==> src/rtl/dram_host_rs_pkg.sv <==
// -----------------------------------------------------------------------------
// dram_host_rs_pkg
// Shared definitions for the host-side DRAM reservation station:
//   - station FSM state encoding (RS_IDLE/RS_REQ/RS_XFER/RS_RSP)
//   - default line geometry (beats per line, beat counter width)
//   - beat and per-beat byte-mask widths
// Optional feature macro used by the importing files: DRAM_RS_BYTEMASK_EN.
// -----------------------------------------------------------------------------
package dram_host_rs_pkg;

  localparam int unsigned RS_DEFAULT_BEATS = 8;
  localparam int unsigned RS_DEFAULT_CW    = 3;
  localparam int unsigned RS_BEAT_W        = 16;
  localparam int unsigned RS_MASK_W        = 2;

  typedef enum logic [1:0] {
    RS_IDLE = 2'd0,
    RS_REQ  = 2'd1,
    RS_XFER = 2'd2,
    RS_RSP  = 2'd3
  } rs_state_e;

endpackage

==> src/rtl/dram_rs_linebuf.sv <==
// -----------------------------------------------------------------------------
// dram_rs_linebuf
// One-line register file for the reservation station: BEATS x 16-bit data
// (plus BEATS x 2-bit byte mask when DRAM_RS_BYTEMASK_EN is defined).
// Parallel load of a whole line, single-beat indexed write, indexed read and a
// flat view of the full line. Asynchronous active-high reset clears all slots.
// Ports:
//   clk, rst       clock, async active-high reset
//   i_load         load whole line from i_load_data (and i_load_mask)
//   i_load_data    line, beat i = bits[16i+15:16i]
//   i_load_mask    per-beat byte mask, beat i = bits[2i+1:2i] (macro only)
//   i_wr           write i_wr_data into slot i_idx (ignored while i_load)
//   i_idx          slot index for write and for o_rd_data/o_rd_mask
//   i_wr_data      beat to write
//   o_rd_data      data of slot i_idx
//   o_rd_mask      mask of slot i_idx (macro only)
//   o_line         whole line, same packing as i_load_data
// Configuration macro: DRAM_RS_BYTEMASK_EN adds the mask storage and ports.
// -----------------------------------------------------------------------------
module dram_rs_linebuf
  import dram_host_rs_pkg::*;
#(
  parameter int unsigned BEATS = RS_DEFAULT_BEATS,
  parameter int unsigned CW    = RS_DEFAULT_CW
) (
  input  logic                         clk,
  input  logic                         rst,
  input  logic                         i_load,
  input  logic [RS_BEAT_W*BEATS-1:0]   i_load_data,
`ifdef DRAM_RS_BYTEMASK_EN
  input  logic [RS_MASK_W*BEATS-1:0]   i_load_mask,
  output logic [RS_MASK_W-1:0]         o_rd_mask,
`endif
  input  logic                         i_wr,
  input  logic [CW-1:0]                i_idx,
  input  logic [RS_BEAT_W-1:0]         i_wr_data,
  output logic [RS_BEAT_W-1:0]         o_rd_data,
  output logic [RS_BEAT_W*BEATS-1:0]   o_line
);

  logic [RS_BEAT_W-1:0] r_data [BEATS];

  always_ff @(posedge clk or posedge rst) begin
    if (rst) begin
      for (int i = 0; i < BEATS; i++) r_data[i] <= '0;
    end else if (i_load) begin
      for (int i = 0; i < BEATS; i++) r_data[i] <= i_load_data[RS_BEAT_W*i +: RS_BEAT_W];
    end else if (i_wr) begin
      r_data[i_idx] <= i_wr_data;
    end
  end

  always_comb begin
    o_line = '0;
    for (int i = 0; i < BEATS; i++) o_line[RS_BEAT_W*i +: RS_BEAT_W] = r_data[i];
  end

  assign o_rd_data = r_data[i_idx];

`ifdef DRAM_RS_BYTEMASK_EN
  logic [RS_MASK_W-1:0] r_mask [BEATS];

  // Masks only change with a line load; read beats never carry a mask.
  always_ff @(posedge clk or posedge rst) begin
    if (rst) begin
      for (int i = 0; i < BEATS; i++) r_mask[i] <= '0;
    end else if (i_load) begin
      for (int i = 0; i < BEATS; i++) r_mask[i] <= i_load_mask[RS_MASK_W*i +: RS_MASK_W];
    end
  end

  assign o_rd_mask = r_mask[i_idx];
`endif

endmodule

==> src/rtl/dram_host_rs.sv <==
// -----------------------------------------------------------------------------
// dram_host_rs
// Host-side reservation station in front of ram_hub. Accepts one cache-line
// (BEATS beats) or single-halfword request, drives the hub host_* handshake,
// streams write beats on host_txd_ack / captures read beats on host_rxd_vld,
// and signals completion with a 1-cycle rsp_vld pulse. One transaction at a time.
// Ports:
//   clk, rst        clock, async active-high reset (aborts any transaction)
//   i_cmd_vld/o_cmd_rdy   request handshake (o_cmd_rdy high only when idle)
//   i_cmd_rwn       1 read, 0 write
//   i_cmd_burst     1 full line, 0 single halfword (beat 0)
//   i_cmd_addr      halfword address
//   i_cmd_wdata     write line, beat i = bits[16i+15:16i]
//   i_cmd_wmask     per-beat byte mask, 1 = byte not written (macro only)
//   o_rsp_vld       completion pulse
//   o_rsp_rdata     line buffer contents (read data valid while o_rsp_vld)
//   o_host_req/i_host_ack  hub request; req drops combinationally on ack
//   o_host_rwn, o_host_burst, o_host_addr  latched request attributes
//   o_host_txd, o_host_txm  current write beat and its byte mask
//   i_host_txd_ack  write beat consumed
//   i_host_rxd, i_host_rxd_vld  read beat
// Configuration macro: DRAM_RS_BYTEMASK_EN enables i_cmd_wmask and a live
// o_host_txm; without it o_host_txm is tied to 2'b00.
// -----------------------------------------------------------------------------
module dram_host_rs
  import dram_host_rs_pkg::*;
#(
  parameter int unsigned BEATS = RS_DEFAULT_BEATS,
  parameter int unsigned CW    = RS_DEFAULT_CW
) (
  input  logic                         clk,
  input  logic                         rst,
  input  logic                         i_cmd_vld,
  output logic                         o_cmd_rdy,
  input  logic                         i_cmd_rwn,
  input  logic                         i_cmd_burst,
  input  logic [31:0]                  i_cmd_addr,
  input  logic [RS_BEAT_W*BEATS-1:0]   i_cmd_wdata,
`ifdef DRAM_RS_BYTEMASK_EN
  input  logic [RS_MASK_W*BEATS-1:0]   i_cmd_wmask,
`endif
  output logic                         o_rsp_vld,
  output logic [RS_BEAT_W*BEATS-1:0]   o_rsp_rdata,
  output logic                         o_host_req,
  output logic                         o_host_rwn,
  output logic                         o_host_burst,
  output logic [31:0]                  o_host_addr,
  input  logic                         i_host_ack,
  output logic [RS_MASK_W-1:0]         o_host_txm,
  output logic [RS_BEAT_W-1:0]         o_host_txd,
  input  logic                         i_host_txd_ack,
  input  logic [RS_BEAT_W-1:0]         i_host_rxd,
  input  logic                         i_host_rxd_vld
);

  rs_state_e       r_state, w_state_nxt;
  logic            r_rwn;
  logic            r_burst;
  logic [31:0]     r_addr;
  logic [CW-1:0]   r_beat_cnt;

  logic            w_accept;
  logic            w_active;
  logic            w_evt;
  logic            w_last;
  logic            w_buf_load;
  logic            w_buf_wr;

  assign w_accept = (r_state == RS_IDLE) && i_cmd_vld;

  // Beats are counted in REQ as well so an event coincident with host_ack is kept.
  assign w_active = (r_state == RS_REQ) || (r_state == RS_XFER);
  assign w_evt    = w_active && (r_rwn ? i_host_rxd_vld : i_host_txd_ack);
  assign w_last   = r_burst ? (r_beat_cnt == CW'(BEATS - 1)) : (r_beat_cnt == '0);

  // Reads leave the buffer untouched so a single read keeps the other beats.
  assign w_buf_load = w_accept && !i_cmd_rwn;
  assign w_buf_wr   = w_evt && r_rwn;

  always_ff @(posedge clk or posedge rst) begin
    if (rst) begin
      r_state <= RS_IDLE;
    end else begin
      r_state <= w_state_nxt;
    end
  end

  always_comb begin
    w_state_nxt = r_state;
    o_cmd_rdy   = 1'b0;
    o_rsp_vld   = 1'b0;
    o_host_req  = 1'b0;
    unique case (r_state)
      RS_IDLE: begin
        o_cmd_rdy = 1'b1;
        if (i_cmd_vld) w_state_nxt = RS_REQ;
      end
      RS_REQ: begin
        o_host_req = !i_host_ack;
        if (w_evt && w_last) begin
          w_state_nxt = RS_RSP;
        end else if (i_host_ack) begin
          w_state_nxt = RS_XFER;
        end
      end
      RS_XFER: begin
        if (w_evt && w_last) w_state_nxt = RS_RSP;
      end
      RS_RSP: begin
        o_rsp_vld   = 1'b1;
        w_state_nxt = RS_IDLE;
      end
      default: w_state_nxt = RS_IDLE;
    endcase
  end

  always_ff @(posedge clk or posedge rst) begin
    if (rst) begin
      r_rwn   <= 1'b1;
      r_burst <= 1'b0;
      r_addr  <= '0;
    end else if (w_accept) begin
      r_rwn   <= i_cmd_rwn;
      r_burst <= i_cmd_burst;
      r_addr  <= i_cmd_addr;
    end
  end

  always_ff @(posedge clk or posedge rst) begin
    if (rst) begin
      r_beat_cnt <= '0;
    end else if (w_accept) begin
      r_beat_cnt <= '0;
    end else if (w_evt) begin
      r_beat_cnt <= r_beat_cnt + CW'(1);
    end
  end

  assign o_host_rwn   = r_rwn;
  assign o_host_burst = r_burst;
  assign o_host_addr  = r_addr;

`ifdef DRAM_RS_BYTEMASK_EN
  logic [RS_MASK_W-1:0] w_rd_mask;
`endif

  dram_rs_linebuf #(
    .BEATS (BEATS),
    .CW    (CW)
  ) u_linebuf (
    .clk         (clk),
    .rst         (rst),
    .i_load      (w_buf_load),
    .i_load_data (i_cmd_wdata),
`ifdef DRAM_RS_BYTEMASK_EN
    .i_load_mask (i_cmd_wmask),
    .o_rd_mask   (w_rd_mask),
`endif
    .i_wr        (w_buf_wr),
    .i_idx       (r_beat_cnt),
    .i_wr_data   (i_host_rxd),
    .o_rd_data   (o_host_txd),
    .o_line      (o_rsp_rdata)
  );

`ifdef DRAM_RS_BYTEMASK_EN
  assign o_host_txm = w_rd_mask;
`else
  assign o_host_txm = 2'b00;
`endif

endmodule

==> config.mk <==
export PLATFORM = sky130hd
export DESIGN_NAME = dram_host_rs
export DESIGN_NICKNAME = d
export VERILOG_FILES = /design/src/rtl/dram_host_rs_pkg.sv /design/src/rtl/dram_rs_linebuf.sv /design/src/rtl/dram_host_rs.sv
export SDC_FILE = /design/constraint.sdc
export NUM_CORES = 1
export LEC_CHECK = 0
export BUFFER_PORTS_ARGS = -buffer_cell sky130_fd_sc_hd__buf_4
export CAP_MARGIN = 20
export CORE_MARGIN = 8
export CORE_UTILIZATION = 30
export CTS_CLUSTER_SIZE = 16
export DETAILED_ROUTE_END_ITERATION = 7
export MAX_ROUTING_LAYER = met4
export PLACE_DENSITY = 0.54
export RECOVER_POWER = 100
export SLEW_MARGIN = 20
export SYNTH_ARGS = -nofsm -noshare
export SYNTH_HDL_FRONTEND = slang
export SYNTH_HIERARCHICAL = 1
export SYNTH_SLANG_ARGS = --single-unit
==> constraint.sdc <==
create_clock -name clk -period 4.4 [get_ports clk]
set_clock_uncertainty 0.05 [all_clocks]
set_input_delay 0.22 -clock clk [delete_from_list [all_inputs] [get_ports clk]]
set_output_delay 0.22 -clock clk [all_outputs]
set_load 0.01 [all_outputs]
# Word-level counts from Yosys, hierarchy flattened

Index checks and enable logic that the tools add are counted.
Widths: inputs -> output; s select.

Bits in registers: 167
Bits of input ports: 184

Add/sub/neg operators: 1
Magnitude comparators: 2
Equal/unequal tests: 7
Mux-type cells: 20
Bitwise operators: 1
Reductions and logical operators: 14

Operators with widths:

| kind                | count |
|---|---|
| $mux 128            | 2 |
| $bwmux 128          | 1 |
| $bmux 16 s3         | 1 |
| $demux 16 s3        | 1 |
| $mux 16             | 3 |
| $mux 2              | 4 |
| $pmux 2 s4          | 1 |
| $logic_and 1x1->1   | 6 |
| $mux 3              | 2 |
| $mux 1              | 5 |
| $eq 2x2->1 const B  | 2 |
| $ge 4x4->1 const B  | 1 |
| $lt 4x1->1 const B  | 1 |
| $not 3->4           | 1 |
| $reduce_bool 2->1   | 2 |
| $add 3x1->3 const B | 1 |
| $eq 3x3->1 const B  | 1 |
| $logic_not 3->1     | 1 |
| $ne 3x2->1 const B  | 1 |
| $reduce_and 3->1    | 1 |
| $eq 2x1->1 const B  | 1 |
| $logic_not 1->1     | 2 |
| $logic_not 2->1     | 1 |
| $ne 2x1->1 const B  | 1 |
| 2 further kinds     | 2 |

# Depth between registers and ports, before layout

Word-level depth: 8
Depth in mapped cells: 11

# By module

Netlist, hierarchy kept.

Modules (own cells, without submodules):

| module          | instances | cells each | area each (sq um) |
|---|---|---|---|
| dram_rs_linebuf | 1         | 710        | 7143.1 |
| dram_host_rs    | 1         | 117        | 1684.1 |

# Worst setup path after synthesis

No wires, ideal clock.

Kind: register to register
Start: register r_state[0]
End: register u_linebuf.r_data, in the netlist u_linebuf/o_line[66]
Data arrival time: 2.314 ns
Slack: 1.954 ns
Stages on the path, launching flop included: 12
Clock period less this slack: 2.446 ns
Cell sequence: dfrtp_1 inv_1 ha_1 nand2_1 buf_2 nor2_1 buf_2 buf_2 buf_2 clkbuf_1 nand2_1 o21ai_0

RTL lines:

| what                                          | line                  | source |
|---|---|---|
| from (decl)                                   | dram_host_rs.sv:56    | `rs_state_e r_state, w_state_nxt;` |
| from (signal assigned)                        | dram_host_rs.sv:84    | `r_state <= w_state_nxt;` |
| $logic_not 2->1 (*)                           | dram_host_rs.sv:69    | `assign w_accept = (r_state == RS_IDLE) && i_cmd_vld;` |
| $logic_and 1x1->1 (*)                         | dram_host_rs.sv:69    |  |
| $logic_and 1x1->1 (*)                         | dram_host_rs.sv:77    | `assign w_buf_load = w_accept && !i_cmd_rwn;` |
| named net w_buf_load                          | dram_host_rs.sv:66    | `logic w_buf_load;` |
| $mux 128 or $reduce_bool 2->1 (tied branches) | --                    |  |
| to (signal, indexed assignment)               | dram_rs_linebuf.sv:49 | `r_data[i_idx] <= i_wr_data;` |
| to (decl)                                     | dram_rs_linebuf.sv:41 | `logic [RS_BEAT_W-1:0] r_data [BEATS];` |

Mark *: on every way through the listed nets, which the timed path passes. The rest lies on a longest branch.
A chain may end at the register's enable or synchronous reset.

# Final worst setup path

Start: register r_state[0]
End: register u_linebuf.r_data, in the netlist u_linebuf/o_line[127]

Same word-level chain as after synthesis.

==> results.ini <==
[status]
status=finished, violations left
violations=capacitance limit, slew limit

[synthesis]
synth_most_common_cell=dfrtp_1
synth_top_cell_by_area=dfrtp_1
synth_warnings=6
synth_area_leaders=dfrtp_1 (47%), mux2i_1 (16%), o21ai_0 (7.1%)
synth_cell_types=46
synth_edf_count=0
synth_seq_area_share_pct=47.4
async_flop_share_pct=100
synth_top_area_share_pct=47.1
ys_top_cells_by_count=dfrtp_1 (166), nand2_1 (152), mux2i_1 (137)
avgSynthCellArea_um2=10.7
synth_seq_cells=167
synth_ff_type=dfrtp_1
netlist_area_um2=8830
synth_cells=827

[global_routing]
first_global_vias=9140
gr-total-overflow=0
grt_antenna_before_repair=0
track_usage_pct=22.0
grt_pass1_wl_um=57600
grt_max_degree=149

[floorplanning]
start_util_pct=30.1
die_area_um2=35200
die_h_um=188
die_x_um=188
io_pins=367
rows=63
core_area_um2=29300

[timing]
tightest_slew_ns=2.28
finalHoldViolCount=0
min_period_ns=3.38
report.final.setup_viol=0
rsz0062_at_grt=false
max_freq_mhz=296
slew_headroom_pct=-51.9
slew_viol_final=173
finalSetupTns_ns=0
period_share_pct=76.9

[pwr]
leakage_uw=0.00593
vdd_drop_max_v=0.000414
finalPower_uw=8420
cellPowerDensity_nw_per_um2=634

[setup_path]
reg2reg_depth=8
startpoint_type=flip-flop
critical_path_class=flip-flop to flip-flop
cp_max_fo=148
reg2reg_slack_ns=1.02
startpoint=r_state[0]$_DFFE_PP0P_
crit_arrival_ns=3.60
cp-end-kind=flip-flop
cp.required_ns=4.62
rr_endpoint=u_linebuf/o_line[127]$_DFFE_PP0P_
regToRegStartpoint=r_state[0]$_DFFE_PP0P_

[layout]
area_delta_synth_final_pct=50.5
fillers=2960
stdcell_count=1707
drive_gt1_share_pct=21.8
antennaDiodeCount=0
final_nets=1497

[drt]
drc=0
drtAntennaViolNets=0
drt-initial-drc-count=583
wl_per_cell_um=22.7
avgViaCountPerCell=4.88
vias=8338
firstDrtPassIters=4
wl_um=38800

[clock_tree]
ctsResizeCount=0
clock-sinks=167
h-tree-depth=4
root_buffer=clkbuf_16
clock_latency_ns=0.42
clk_pin_slew_ns=0.07
clock_path_buffers=2
cts_setup_buffers=0
cts_tree=done
cts_made_buffers=17

[worst_hold_path]
holdCritPathClass=input port to flip-flop
holdPathEnd=u_linebuf/o_line[127]$_DFFE_PP0P_
whs_path_depth=3
hold_start=i_cmd_wdata[127]

[flow_run]
drv_cap=3

[placement]
numPortBuffers=364
placed_cells=1513
dp_hpwl_um=28200
routabilityCongestion=0.836

registers in the layout (all words and copies together) (netlist names):
signal	flops
o_host_rwn	1
r_beat_cnt	3
o_host_addr	32
o_host_burst	1
r_state	2
u_linebuf/o_line	128
cells by family (layout without fill, tap and decap cells):
logic type | after synthesis | after routing | synth area share [%]
AOI/OAI and AO/OA | 175 | 175 | 11.2
xor gates and xnor gates | 1 | 1 | 0.0992
adders and majority gates | 8 | 8 | 1.13
buffers and inverters | 92 | 581 | 5.53
DFF | 167 | 167 | 47.4
muxes | 194 | 194 | 24.8
other | 1 | 2 | 0.0425
and+or+nand+nor | 189 | 189 | 9.77
placed cells by master (no fill, tap or decap), types with 10 or more instances in the layout:
master	n
o21ai_0	134
nand2_1	152
mux2_2	33
clkbuf_1	180
dfrtp_1	163
mux4_2	16
inv_1	10
clkbuf_16	17
dlygate4sd3_1	163
buf_4	192
mux2i_1	137
metal layers:
layer	up-vias	GRT usage [%]	share of wire, %
li1	3878	-	-
met1	4093	25.5	41
met2	334	37.0	50
met3	33	6.39	7.3
met4	0	5.39	1.7
met5	-	-	0
how the worst max path moves through the flow:
stage / end / slack [ns] / cells after the start
floorplan: u_linebuf/o_line[0]$_DFFE_PP0P_ / 0.72 / 1
global placement: u_linebuf/o_line[52]$_DFFE_PP0P_ / 1.78 / 4
detailed placement: u_linebuf/o_line[52]$_DFFE_PP0P_ / 1.63 / 4
CTS: o_host_txd[5] / 1.30 / 5
global route: u_linebuf/o_line[127]$_DFFE_PP0P_ / 0.84 / 8
finish: u_linebuf/o_line[127]$_DFFE_PP0P_ / 1.02 / 8
where the power goes:
group / switching [uW] / internal (uW)
combinational: 2150 / 1630
clock: 710 / 872
sequential: 785 / 2270
total: 3650 / 4770
critical path, cell delays in order (launching register included):
cell and delay (ns):
dfrtp_1 0.40, inv_1 0.11, ha_1 0.30, nand2_1 0.09
clkbuf_1 1.43, nor2_4 0.06, buf_12 0.28, nand2_1 0.23
o21ai_0 0.10
timing repair:
| item | CTS | global route |
|---|---|---|
| hold buffers | 163 | 0 |
| endpoints found under the hold margin | 210 | 0 |
| setup endpoints to repair | 0 | 0 |
cell type report:
class / instances / area (um^2) / share of cell area [%]
inverters: 11 / 45.0 / 0.339
clock inverters: 13 / 160 / 1.21
repair buffers: 539 / 3800 / 28.6
well taps: 390 / 488 / 3.67
clock buffers: 18 / 439 / 3.31
multi-input cells: 569 / 4170 / 31.4
flip-flops and latches: 167 / 4180 / 31.5
through the flow:
step / hold WS, ns / cell area (um^2) / utilization, % / setup slack (ns)
floorplan: 0.257 / 8830 / - / 0.717
global placement: 0.372 / 11700 / 40.0 / 1.78
detailed placement: 0.375 / 11700 / 40.0 / 1.63
CTS: 0.0154 / 14000 / 47.7 / 1.30
global route: 0.0249 / 13300 / 45.3 / 0.842
finish: 0.0369 / 13300 / 45.3 / 1.02
No activity file was read; power rests on OpenSTA's default activity.
